`src/rtl/pb_event_gen_pkg.sv`:
```
// Shared UI definitions: FSM state encoding and default tick constants
// for the push-button event blocks.
package pb_event_gen_pkg;

    typedef enum logic [1:0] {
        IDLE  = 2'd0,
        PRESS = 2'd1,
        LONG  = 2'd2
    } pb_state_t;

    localparam int CNT_W_DEF        = 8;
    localparam int LONG_TICKS_DEF   = 100;
    localparam int REPEAT_TICKS_DEF = 20;

endpackage

```
`src/rtl/pb_edge_det.sv`:
```
// Level-to-edge detector: registers the level and flags rising/falling
// transitions against the previous sample.
module pb_edge_det (
    input  logic clk,
    input  logic rst,
    input  logic level,
    output logic rise,
    output logic fall
);

    logic level_q;

    always_ff @(posedge clk) begin
        if (rst) begin
            level_q <= 1'b0;
        end else begin
            level_q <= level;
        end
    end

    assign rise = level & ~level_q;
    assign fall = ~level & level_q;

endmodule

```
`src/rtl/pb_event_gen.sv`:
```
// Turns a debounced button level into single-cycle press/release/short/long
// and auto-repeat events, with hold timing counted in timebase ticks.
module pb_event_gen
    import pb_event_gen_pkg::*;
#(
    parameter int CNT_W        = CNT_W_DEF,
    parameter int LONG_TICKS   = LONG_TICKS_DEF,
    parameter int REPEAT_TICKS = REPEAT_TICKS_DEF
) (
    input  logic clk,
    input  logic rst,
    input  logic tick,
    input  logic pb_debounced,
    output logic press_pulse,
    output logic release_pulse,
    output logic short_press,
    output logic long_press,
    output logic repeat_pulse,
    output logic held
);

    localparam logic [CNT_W-1:0] LONG_LAST   = CNT_W'(LONG_TICKS - 1);
    localparam logic [CNT_W-1:0] REPEAT_LAST = CNT_W'(REPEAT_TICKS - 1);

    pb_state_t        state;
    logic [CNT_W-1:0] hold_cnt;
    logic [CNT_W-1:0] rep_cnt;
    logic             rise;
    logic             fall;

    pb_edge_det u_edge (
        .clk   (clk),
        .rst   (rst),
        .level (pb_debounced),
        .rise  (rise),
        .fall  (fall)
    );

    always_ff @(posedge clk) begin
        if (rst) begin
            state         <= IDLE;
            hold_cnt      <= '0;
            rep_cnt       <= '0;
            press_pulse   <= 1'b0;
            release_pulse <= 1'b0;
            short_press   <= 1'b0;
            long_press    <= 1'b0;
            repeat_pulse  <= 1'b0;
            held          <= 1'b0;
        end else begin
            press_pulse   <= 1'b0;
            release_pulse <= 1'b0;
            short_press   <= 1'b0;
            long_press    <= 1'b0;
            repeat_pulse  <= 1'b0;

            case (state)
                IDLE: begin
                    hold_cnt <= '0;
                    rep_cnt  <= '0;
                    if (rise) begin
                        press_pulse <= 1'b1;
                        held        <= 1'b1;
                        state       <= PRESS;
                    end
                end
                PRESS: begin
                    // A release always takes priority over a coincident tick.
                    if (fall) begin
                        release_pulse <= 1'b1;
                        short_press   <= 1'b1;
                        held          <= 1'b0;
                        hold_cnt      <= '0;
                        rep_cnt       <= '0;
                        state         <= IDLE;
                    end else if (tick) begin
                        if (hold_cnt == LONG_LAST) begin
                            long_press <= 1'b1;
                            rep_cnt    <= '0;
                            state      <= LONG;
                        end else begin
                            hold_cnt <= hold_cnt + CNT_W'(1);
                        end
                    end
                end
                LONG: begin
                    if (fall) begin
                        release_pulse <= 1'b1;
                        held          <= 1'b0;
                        hold_cnt      <= '0;
                        rep_cnt       <= '0;
                        state         <= IDLE;
                    end else if (tick) begin
                        if (rep_cnt == REPEAT_LAST) begin
                            repeat_pulse <= 1'b1;
                            rep_cnt      <= '0;
                        end else begin
                            rep_cnt <= rep_cnt + CNT_W'(1);
                        end
                    end
                end
                default: begin
                    held     <= 1'b0;
                    hold_cnt <= '0;
                    rep_cnt  <= '0;
                    state    <= IDLE;
                end
            endcase
        end
    end

endmodule
```
`config.mk`:
```
export PLATFORM = sky130hd
export DESIGN_NAME = pb_event_gen
export DESIGN_NICKNAME = d
export VERILOG_FILES = /design/src/rtl/pb_event_gen_pkg.sv /design/src/rtl/pb_edge_det.sv /design/src/rtl/pb_event_gen.sv
export SDC_FILE = /design/constraint.sdc
export NUM_CORES = 1
export LEC_CHECK = 0
export BUFFER_PORTS_ARGS = -buffer_cell sky130_fd_sc_hd__buf_2
export CORE_UTILIZATION = 60
export CTS_CLUSTER_SIZE = 25
export DETAILED_ROUTE_END_ITERATION = 10
export PLACE_DENSITY = 0.8
export RECOVER_POWER = 25
export SYNTH_ARGS = -nofsm -noshare
export SYNTH_HDL_FRONTEND = slang
export SYNTH_SLANG_ARGS = --single-unit
```
`constraint.sdc`:
```
create_clock -name clk -period 3.36 [get_ports clk]
set_clock_uncertainty 0.05 [all_clocks]
set_input_delay 0.672 -clock clk [delete_from_list [all_inputs] [get_ports clk]]
set_output_delay 0.672 -clock clk [all_outputs]
set_load 0.005 [all_outputs]
```
# ---- Word level (Yosys, flattened, before mapping)
# Index checks and enable logic that the tools add are counted.
dict set report word_totals {
  mem_bits_rw 0
  latchBits 0
  n_memories 0
  reg_bits 25
  rom_bits 0
}
dict set report op_classes {
  bitwise_logic 9
  div_mod_pow 0
  n_addsub 2
  eq_ne 11
  n_mul 0
  shifts 0
  n_reduce_logical 11
  order_cmp 0
  muxes 25
}
# op n
set ops {}
lappend ops {{2-to-1 mux 8 bit} 10}
lappend ops {{one-hot mux 8 bit (2 select lines)} 2}
lappend ops {{adder 8 x 1 -> 8 bit (second input constant)} 2}
lappend ops {{!= test 3 bit (second input constant)} 4}
lappend ops {{2-to-1 mux 2 bit} 5}
lappend ops {{== test 8 x 5 -> 1 bit (second input constant)} 1}
lappend ops {{== test 8 x 7 -> 1 bit (second input constant)} 1}
lappend ops {{OR reduction 2 bit} 4}
lappend ops {{OR reduction 4 bit} 2}
lappend ops {{NOT 1 bit} 7}
lappend ops {{2-to-1 mux 1 bit} 6}
lappend ops {{one-hot mux 2 bit (3 select lines)} 1}
lappend ops {{AND reduction 3 bit} 2}
lappend ops {{!= test 2 bit (second input constant)} 2}
lappend ops {{AND reduction 4 bit} 1}
lappend ops {{AND 1 bit} 2}
lappend ops {{== test 2 x 1 -> 1 bit (second input constant)} 1}
lappend ops {{== test 2 bit (second input constant)} 1}
lappend ops {{logical NOT 2 bit} 1}
lappend ops {{!= test 2 x 1 -> 1 bit (second input constant)} 1}
lappend ops {{one-hot mux 1 bit (2 select lines)} 1}
lappend ops {{AND reduction 2 bit} 1}

# ---- Depth between registers and ports, before layout
# Gate-level depths: netlist of the first run.
dict set report logic_depth {
  ltp_word 5
  ltp_mapped 8
}

# ---- By module
# A second synthesis of the first run with hierarchy kept.
dict set report unflattened {
  cells_unflattened 152
  area_unflattened_um2 1321.3
}
# module instances area_per_inst_um2 cells_per_inst
set by_module_without_submodules {}
lappend by_module_without_submodules {pb_event_gen 1 1282.5 148}
lappend by_module_without_submodules {pb_edge_det 1 38.8 4}

# ---- Worst setup path after synthesis of the first run
# OpenSTA, ideal clock, no wires.
dict set report synth_timing {
  path_kind {input-to-reg}
  startpoint {in pb_debounced}
  endpoint {reg hold_cnt[3]}
  n_path_buf 1
  setup_time_ns 0.118
  arrival_ns 1.663
  path_stages 6
  setup_slack_ns 1.529
  path_cell_list {or2b_2 buf_2 o21ai_1 nand3_1 xor2_1 nor2_1}
}
dict set report synth_via {
  elab_chain_len 4
  word_cells_on_any_way 8
}
# item line
set synth_rtl {}
lappend synth_rtl {{from (decl)} pb_event_gen.sv:13} ;# input logic pb_debounced,
lappend synth_rtl {{NOT 1 bit (*)} pb_edge_det.sv:22} ;# assign fall = ~level & level_q;
lappend synth_rtl {{AND 1 bit (*)} pb_edge_det.sv:22}
lappend synth_rtl {{!= test 3 bit (no line), or another cell as far along} n/a}
lappend synth_rtl {{AND reduction 3 bit (no line) / one-hot mux 8 bit (2 select lines) (equally long branches)} n/a}
lappend synth_rtl {{to (signal assigned)} pb_event_gen.sv:82} ;# hold_cnt <= hold_cnt + CNT_W'(1);
lappend synth_rtl {{to (decl)} pb_event_gen.sv:26} ;# logic [CNT_W-1:0] hold_cnt;
# Every way passes the cells marked *; elsewhere a longest branch is shown, timed or not.
# A chain may end at the register's enable or synchronous reset.

==> results.json, run 1 <==
{
  "status": "completed",
  "drv_cap": 0,
  "syn-instance-count": 154,
  "slew_viol_final": 0,
  "switching_share": 0.3671,
  "grt_pass1_wl_mm": 4.422,
  "tightestPinTransition_ps": 886.3,
  "ctsLongestPathBuffers": 2,
  "power_switching_uw": 286.8,
  "fin_cells": 188,
  "power_leakage_nw": 0.5153,
  "port_buffers": 9,
  "async_flop_share": 0,
  "numCtsBuffers": 3,
  "nFillCells": 171,
  "multiInputGateArea_um2": 760.7,
  "regArea_um2": 500.5,
  "antenna_found_initial": 0,
  "p_comb_frac": 0.398,
  "syn2layout_area_growth_pct": 3.807,
  "dieArea_mm2": 0.002439,
  "htree_levels": 1,
  "hold_viol": 0,
  "cts_resized": 0,
  "path_max_fanout": 20,
  "rows": 16,
  "drt_iter0_markers": 33,
  "post-cts-setup-buffers": 0,
  "synth_area_mm2": 0.001348,
  "yosysTopAreaCell": "dfxtp_1",
  "ios": 10,
  "p_seq_frac": 0.437,
  "synth_top_area_frac": 0.3714,
  "num_vias": 1139,
  "hold_buffers": 0,
  "internal-power_uw": 494.3,
  "die_w_um": 49.39,
  "die_y_um": 49.39,
  "hp-class": "flip-flop to flip-flop",
  "ys_types": 46,
  "path_class": "input pin to flip-flop",
  "dr.pass1.iters": 4,
  "synthTopCellsByArea": "dfxtp_1 37%, nand3_1 4.8%, nor2_1 4.7%",
  "grt_max_degree": 21,
  "achievable-frequency_mhz": 501.8,
  "arrival_ps": 2160,
  "routedWlPerCell_um": 13.27,
  "fin_nets": 171,
  "core_mm2": 0.002042,
  "drive_gt1_frac": 0.1553,
  "final-setup-viol-count": 0,
  "layout_worst_path_cycle_share": 0.5931,
  "gp_congestion": 0.9161,
  "ant_nets": 0,
  "vdd_drop_max_uv": 496.5,
  "clock-root-buffer": "clkbuf_4",
  "dominantRegCellSynth": "dfxtp_1",
  "grt_overflow": 0,
  "cts_tree": "done",
  "grt_usage": 0.2275,
  "utilization": 0.6850,
  "fin_tns_setup_ps": 0,
  "rsz0062_at_grt": "no",
  "ys_warn_count": 0,
  "via_per_inst": 6.059,
  "diodes": 0,
  "dp.cells": 184,
  "required_ps": 3520,
  "pwr-share-clk": 0.165,
  "wirelength_mm": 2.494,
  "min_period_ps": 1993,
  "seq_area_frac_synth": 0.3714,
  "syn_avg_cell_area_um2": 8.750,
  "synth_fp_nets": 163,
  "slew_headroom": 0.4091,
  "dpl.hpwl_mm": 1.842,
  "drc": 0,
  "clk_pin_slew_ps": 140,
  "end_kind": "flip-flop",
  "synth_seq_cells": 25,
  "clk_latency_ps": 310,
  "grt_pass1_vias": 1055,
  "power.density_mw_per_mm2": 558.3,
  "critPathLaunchType": "input pin",
  "synth-edff-count": 0,
  "cts.sink_count": 25,
  "start_util": 0.6599
}
[layout make-up]
class / instances / share of cell area
multi-input combinational: 114 / 0.5438
tap: 27 / 0.02415
clock buffer: 3 / 0.01610
clock inverter: 1 / 0.003578
inverter: 9 / 0.02415
sequential: 25 / 0.3578
timing repair buffer: 9 / 0.03041
[metrics by stage]
| step | hold slack (ps) | total power [mW] | area (um^2) | setup WS, ps |
|---|---|---|---|---|
| 2_1_floorplan | 394.3 | 0.6222 | 1348 | 1529 |
| 3_3_place_gp | 411.0 | 0.6485 | 1374 | 1333 |
| 3_5_place_dp | 422.1 | 0.6549 | 1374 | 1286 |
| 4_1_cts | 440.3 | 0.7826 | 1401 | 1485 |
| 5_1_grt | 476.8 | 0.8412 | 1399 | 1254 |
| 6_report | 436.2 | 0.7810 | 1399 | 1367 |
[worst max-delay path, stage by stage]
cell      delay (ps)
clkbuf_1         640
inv_1            290
and2_1           260
nand2_1          200
nor2_1            80
[worst paths after layout]
check	startpoint	to	slack (ps)	cells after the start
hold reg to reg	rep_cnt[1]$_SDFFE_PP0P_	rep_cnt[1]$_SDFFE_PP0P_	440	2
setup / recovery	rst	hold_cnt[5]$_SDFFE_PP0P_	1370	5
hold / removal	rep_cnt[1]$_SDFFE_PP0P_	rep_cnt[1]$_SDFFE_PP0P_	440	2
setup reg to reg	hold_cnt[0]$_SDFFE_PP0P_	rep_cnt[7]$_SDFFE_PP0P_	1450	6
[flip-flops by register name (all words and copies together), names as in the netlist]
| signal | cells |
|---|---|
| repeat_pulse | 1 |
| held | 1 |
| press_pulse | 1 |
| long_press | 1 |
| hold_cnt | 8 |
| state | 2 |
| rep_cnt | 8 |
| u_edge.level_q | 1 |
| release_pulse | 1 |
| short_press | 1 |
[layout by cell type (no fill, tap or decap), types with 3 or more instances in the layout]
cell type / instances
a21oi_1: 6
a32oi_1: 3
and3_1: 4
buf_2: 7
clkbuf_4: 3
dfxtp_1: 25
ha_1: 5
inv_1: 9
nand2_1: 9
nand3_1: 13
nor2_1: 17
nor3_1: 4
nor3b_1: 5
o21ai_0: 4
o32ai_1: 3
xor2_1: 6
[logic make-up after synthesis]
group	count (synthesis)	synth area share
XOR/XNOR	6	0.03900
flip-flops	25	0.3714
AO/OA/AOI/OAI	27	0.1495
adder cells (fa/ha/maj)	5	0.04643
AND/OR/NAND/NOR	76	0.3296
buffers and inverters	15	0.06406
[Yosys cell counts, drive strengths merged (3+ instances only)]
library cell  number
nand3             14
and3               5
a32oi              3
nand2b             3
buf                4
o32ai              4
inv                9
o21ai              5
or3                3
a21oi              6
dfxtp             25
xor2               6
nand2              9
nor3               6
nor2              17
nor3b              5
ha                 5
[power by group through the flow]
stage	logic, mW	registers (mW)	clock network (mW)
floorplan	0.278	0.345	0
global placement	0.302	0.346	0
detailed placement	0.307	0.348	0
CTS	0.307	0.341	0.134
global route	0.349	0.346	0.146
finish	0.311	0.342	0.129
[metal layers]
layer  track usage  share of wire
met1        0.3074           0.49
met2        0.3767           0.47
met3       0.03738          0.030
met4       0.05714         0.0048
met5             0              0
Power figures use the tool's default switching activity.
==> inputs of run 2 (changes only) <==
Settings changed: ABC_AREA from default to 1, CORE_UTILIZATION 60 to 59, PLACE_DENSITY 0.8 to 0.78.
Clock period 3.36 ns to 2.1 ns, I/O delays scaled along.
==> results.json, run 2 <==
{
  "achievable-frequency_mhz": 594.6,
  "seq_area_frac_synth": 0.3521,
  "clk_pin_slew_ps": 140,
  "dominantRegCellSynth": "dfxtp_1",
  "fin_nets": 224,
  "end_kind": "flip-flop",
  "grt_pass1_wl_mm": 4.740,
  "min_period_ps": 1682,
  "vdd_drop_max_uv": 830.1,
  "syn_avg_cell_area_um2": 6.967,
  "grt_max_degree": 16,
  "holdPathStages": 3,
  "clock-root-buffer": "clkbuf_4",
  "power.density_mw_per_mm2": 925.5,
  "arrival_ps": 1900,
  "die_y_um": 51.08,
  "fin_tns_setup_ps": 0,
  "ant_nets": 0,
  "slew_headroom": 0.6549,
  "dr.pass1.iters": 4,
  "path_buf_inv": 2,
  "most-common-layout-cells": "43 x nand2_1, 29 x inv_1, 29 x nor2_1, 25 x dfxtp_1, 15 x nand3_1",
  "yosys-top-cells-count": "42 x nand2_1, 29 x inv_1, 29 x nor2_1",
  "gp_congestion": 0.8789,
  "rsz0062_at_grt": "no",
  "drive_gt1_frac": 0.1682,
  "synth_top_area_frac": 0.3521,
  "hold_buffers": 0,
  "cp_slowest_stage_delay_ps": 340,
  "final-setup-viol-count": 0,
  "drc": 0,
  "worst-r2r-cell-count": 8,
  "ys_warn_count": 0,
  "nFillCells": 207,
  "layout_worst_path_cycle_share": 0.8009,
  "drv_cap": 0,
  "cts.sink_count": 25,
  "die_w_um": 51.08,
  "post-cts-setup-buffers": 0,
  "wirelength_mm": 2.792,
  "final_cell_area_mm2": 0.001505,
  "synth_area_mm2": 0.001421,
  "timing.hold.ws_ps": 275.9,
  "start_util": 0.6364,
  "critical_path.cell_chain": "inv_1 -> ha_1 -> inv_1 -> nand2_2 -> nand3_2 -> nand3_2 -> nand2_1 -> a21oi_1",
  "ios": 10,
  "worst_path_max_delay_cell": "dfxtp_1",
  "synthTopCellsByArea": "dfxtp_1 35%, nand2_1 11%, inv_1 7.7%",
  "dpl.hpwl_mm": 2.178,
  "ys_types": 27,
  "cts_resized": 0,
  "drt_iter0_markers": 26,
  "rows": 17,
  "numCtsBuffers": 3,
  "status": "completed",
  "syn2layout_area_growth_pct": 5.898,
  "yosysTopAreaCell": "dfxtp_1",
  "syn-instance-count": 204,
  "final_common_cell": "nand2_1",
  "largestRegisters": "hold_cnt (8), rep_cnt (8), state (2)",
  "grt_usage": 0.2396,
  "synth-edff-count": 0,
  "critPathTopFamily": "simple AND/OR/NAND/NOR gates",
  "synth_fp_nets": 213,
  "port_buffers": 9,
  "num_vias": 1258,
  "utilization": 0.6740,
  "dieArea_mm2": 0.002609,
  "htree_levels": 1,
  "path_depth": 8,
  "critPathLaunchType": "flip-flop",
  "ctsLongestPathBuffers": 2,
  "via_per_inst": 5.198,
  "path_max_fanout": 13,
  "synth_seq_cells": 25,
  "async_flop_share": 0,
  "path_class": "flip-flop to flip-flop",
  "routedWlPerCell_um": 11.54,
  "power_leakage_nw": 0.6559,
  "clk_latency_ps": 320,
  "hold_viol": 0,
  "dpl-instance-area_mm2": 0.001479,
  "diodes": 0,
  "required_ps": 2320,
  "cts_tree": "done",
  "core_mm2": 0.002233,
  "antenna_found_initial": 0,
  "grt_overflow": 0,
  "tightestPinTransition_ps": 517.7,
  "yosysMostFrequentCell": "nand2_1",
  "hp-class": "input pin to flip-flop",
  "grt_pass1_vias": 1124,
  "slew_viol_final": 0
}
[run 2: per-layer routing]
metal  vias up  track usage  part of all wire
met4         0      0.09259             0.013
met1       562       0.3143              0.49
li1        672            -                 -
met2        18       0.3904              0.47
met3         6      0.03869             0.023
met5         -            0                 0
[run 2: path summary, 6_finish.rpt]
check	slack, ps	endpoint	start
min reg2reg	460	press_pulse$_SDFF_PP0_	u_edge.level_q$_SDFF_PP0_
max reg2reg	420	rep_cnt[0]$_SDFFE_PP0P_	state[1]$_SDFFE_PP0P_
min	280	u_edge.level_q$_SDFF_PP0_	pb_debounced
max	420	rep_cnt[0]$_SDFFE_PP0P_	state[1]$_SDFFE_PP0P_
[run 2: area by class of cell]
type / count / area, um^2 / area share
Multi-Input combinational cell: 143 / 768.2 / 0.5104
Clock buffer: 3 / 22.52 / 0.01496
Sequential cell: 25 / 500.5 / 0.3325
Clock inverter: 1 / 7.507 / 0.004988
Tap cell: 28 / 35.03 / 0.02328
Inverter: 33 / 127.6 / 0.08479
Timing Repair Buffer: 9 / 43.79 / 0.02909
[run 2: logic make-up (layout without fill, tap and decap cells)]
family,Yosys count,in the layout,share of synthesized area
AND/OR/NAND/NOR,125,125,0.4481
buffers and inverters,36,46,0.1056
flip-flops,25,25,0.3521
AO/OA/AOI/OAI,13,13,0.05018
adder cells (fa/ha/maj),5,5,0.04401
[run 2: worst reg2reg max path, cell delays in order, from the launching register on]
cell     delay, ps
dfxtp_1        340
inv_1           90
ha_1           240
inv_1          100
nand2_2         80
nand3_2        240
nand3_2        210
nand2_1        140
a21oi_1        140
[run 2: where the power goes]
group          switching, mW  internal (mW)
clock                  0.151         0.0729
sequential            0.0462          0.531
combinational          0.399          0.193
[run 2: metrics by stage]
step	worst slack (ps)	total power, mW	instances
6_report	418.1	1.393	242
2_1_floorplan	718.6	1.068	204
4_1_cts	422.6	1.397	242
3_3_place_gp	557.2	1.143	238
5_1_grt	213.1	1.506	242
3_5_place_dp	446.0	1.177	238
==> inputs of run 3 (changes only) <==
Clock period 2.1 ns to 1.7 ns, I/O delays scaled along.
==> results.json, run 3 (synthesis gave the netlist of run 2 again) <==
{
  "final_common_cell": "nand2_1",
  "path_class": "flip-flop to flip-flop",
  "clock-root-buffer": "clkbuf_4",
  "syn2layout_area_growth_pct": 10.83,
  "slew_headroom": 0.6424,
  "gp_congestion": 0.8790,
  "grt_pass1_vias": 1124,
  "clk_pin_slew_ps": 140,
  "p_comb_frac": 0.458,
  "cts_tree": "done",
  "slew_viol_final": 0,
  "path_max_fanout": 11,
  "grt_overflow": 0,
  "grt_usage": 0.2396,
  "power_switching_uw": 777.4,
  "crit_start": "state[0]$_SDFFE_PP0P_",
  "ctsLongestPathBuffers": 2,
  "hold_viol": 0,
  "pwr-share-clk": 0.151,
  "clk_latency_ps": 320,
  "die_y_um": 51.08,
  "most-common-layout-cells": "42 x nand2_1, 29 x inv_1, 28 x nor2_1, 24 x dfxtp_1, 15 x nand3_1",
  "hold_path.startpoint": "pb_debounced",
  "dr.pass1.iters": 4,
  "vdd_drop_max_uv": 1089,
  "arrival_ps": 1740,
  "via_per_inst": 5.378,
  "drc": 0,
  "die_w_um": 51.08,
  "wirelength_mm": 3.083,
  "holdPathStages": 3,
  "switching_share": 0.4237,
  "end_kind": "flip-flop",
  "tightestPinTransition_ps": 536.4,
  "critPathLaunchType": "flip-flop",
  "layout_worst_path_cycle_share": 0.9165,
  "final-setup-viol-count": 0,
  "required_ps": 1880,
  "hold_buffers": 0,
  "worst-r2r-cell-count": 10,
  "drt_iter0_markers": 38,
  "dpl.hpwl_mm": 2.178,
  "grt_max_degree": 16,
  "status": "completed",
  "achievable-frequency_mhz": 641.8,
  "antenna_found_initial": 0,
  "ant_nets": 0,
  "dieArea_mm2": 0.002609,
  "cts.sink_count": 25,
  "drv_cap": 0,
  "num_vias": 1339,
  "grt_pass1_wl_mm": 4.740,
  "port_buffers": 9,
  "r2r_start": "state[0]$_SDFFE_PP0P_",
  "ios": 10,
  "power_leakage_nw": 0.6785,
  "routedWlPerCell_um": 12.38,
  "rsz0062_at_grt": "no",
  "start_util": 0.6364,
  "largestRegisters": "hold_cnt (8), rep_cnt (8), state (2)",
  "rrSetupSlack_ps": 140,
  "power.density_mw_per_mm2": 1165,
  "drive_gt1_frac": 0.2127,
  "core_mm2": 0.002233,
  "timing.hold.ws_ps": 194.3,
  "p_seq_frac": 0.391,
  "min_period_ps": 1558,
  "rows": 17,
  "fin_nets": 231,
  "diodes": 0,
  "hp-class": "input pin to flip-flop",
  "htree_levels": 1,
  "fin_tns_setup_ps": 0,
  "internal-power_mw": 1.057,
  "numCtsBuffers": 3
}
==> run 3: cell count changes in the layout (fill, tap and decap cells not counted), sizes merged <==
cell	delta
buf	+6
clkbuf	+1
==> run 3: power groups by stage <==
stage / Clock [mW] / Sequential, mW / Combinational [mW]
after floorplan: 0 / 0.714 / 0.605
final: 0.277 / 0.717 / 0.840
after detailed placement: 0 / 0.724 / 0.729
after global placement: 0 / 0.718 / 0.694
after global routing: 0.310 / 0.726 / 0.935
after CTS: 0.281 / 0.713 / 0.732
==> run 3: final timing paths <==
kind / to
max: rep_cnt[5]$_SDFFE_PP0P_
min: u_edge.level_q$_SDFF_PP0_
max reg2reg: rep_cnt[5]$_SDFFE_PP0P_
min reg2reg: press_pulse$_SDFF_PP0_
==> run 3: critical path, stage by stage (launching register included) <==
cell and delay [ps]:
dfxtp_1 350, inv_1 120, ha_1 210, inv_1 70, nand2_2 90, nand3_4 150
buf_4 180, nand3_1 70, nand2_1 50, nand2_1 70, nor2_1 40
==> run 3: timing repair <==
action	4_1_cts	5_1_grt
resized for setup	0	5
setup buffers	0	7
setup endpoints to repair	0	13
==> run 3: stage by stage <==
step,util,cells,power (mW),setup slack (ps),cell area (um^2)
2_1_floorplan,-,204,1.319,318.6,1421
3_3_place_gp,0.6622,238,1.412,157.2,1479
3_5_place_dp,0.6622,238,1.454,45.96,1479
4_1_cts,0.6756,242,1.726,22.65,1509
5_1_grt,0.7053,249,1.970,30.51,1575
6_report,0.7053,249,1.835,141.9,1575
==> run 3: per-layer routing <==
| metal | up-vias | wire length [um] | global-route usage |
|---|---|---|---|
| met5 | - | 0 | 0 |
| met1 | 607 | 1360 | 0.3143 |
| met2 | 39 | 1522 | 0.3904 |
| li1 | 684 | - | - |
| met3 | 9 | 131 | 0.03869 |
| met4 | 0 | 68 | 0.09259 |
==> run 3: cell type report <==
type	instances	area, um^2
Clock inverter	1	7.507
Clock buffer	3	22.52
Timing Repair Buffer	16	95.09
Multi-Input combinational cell	143	785.8
Sequential cell	25	501.7
Tap cell	28	35.03
Inverter	33	127.6
Fill cell	195	658.1
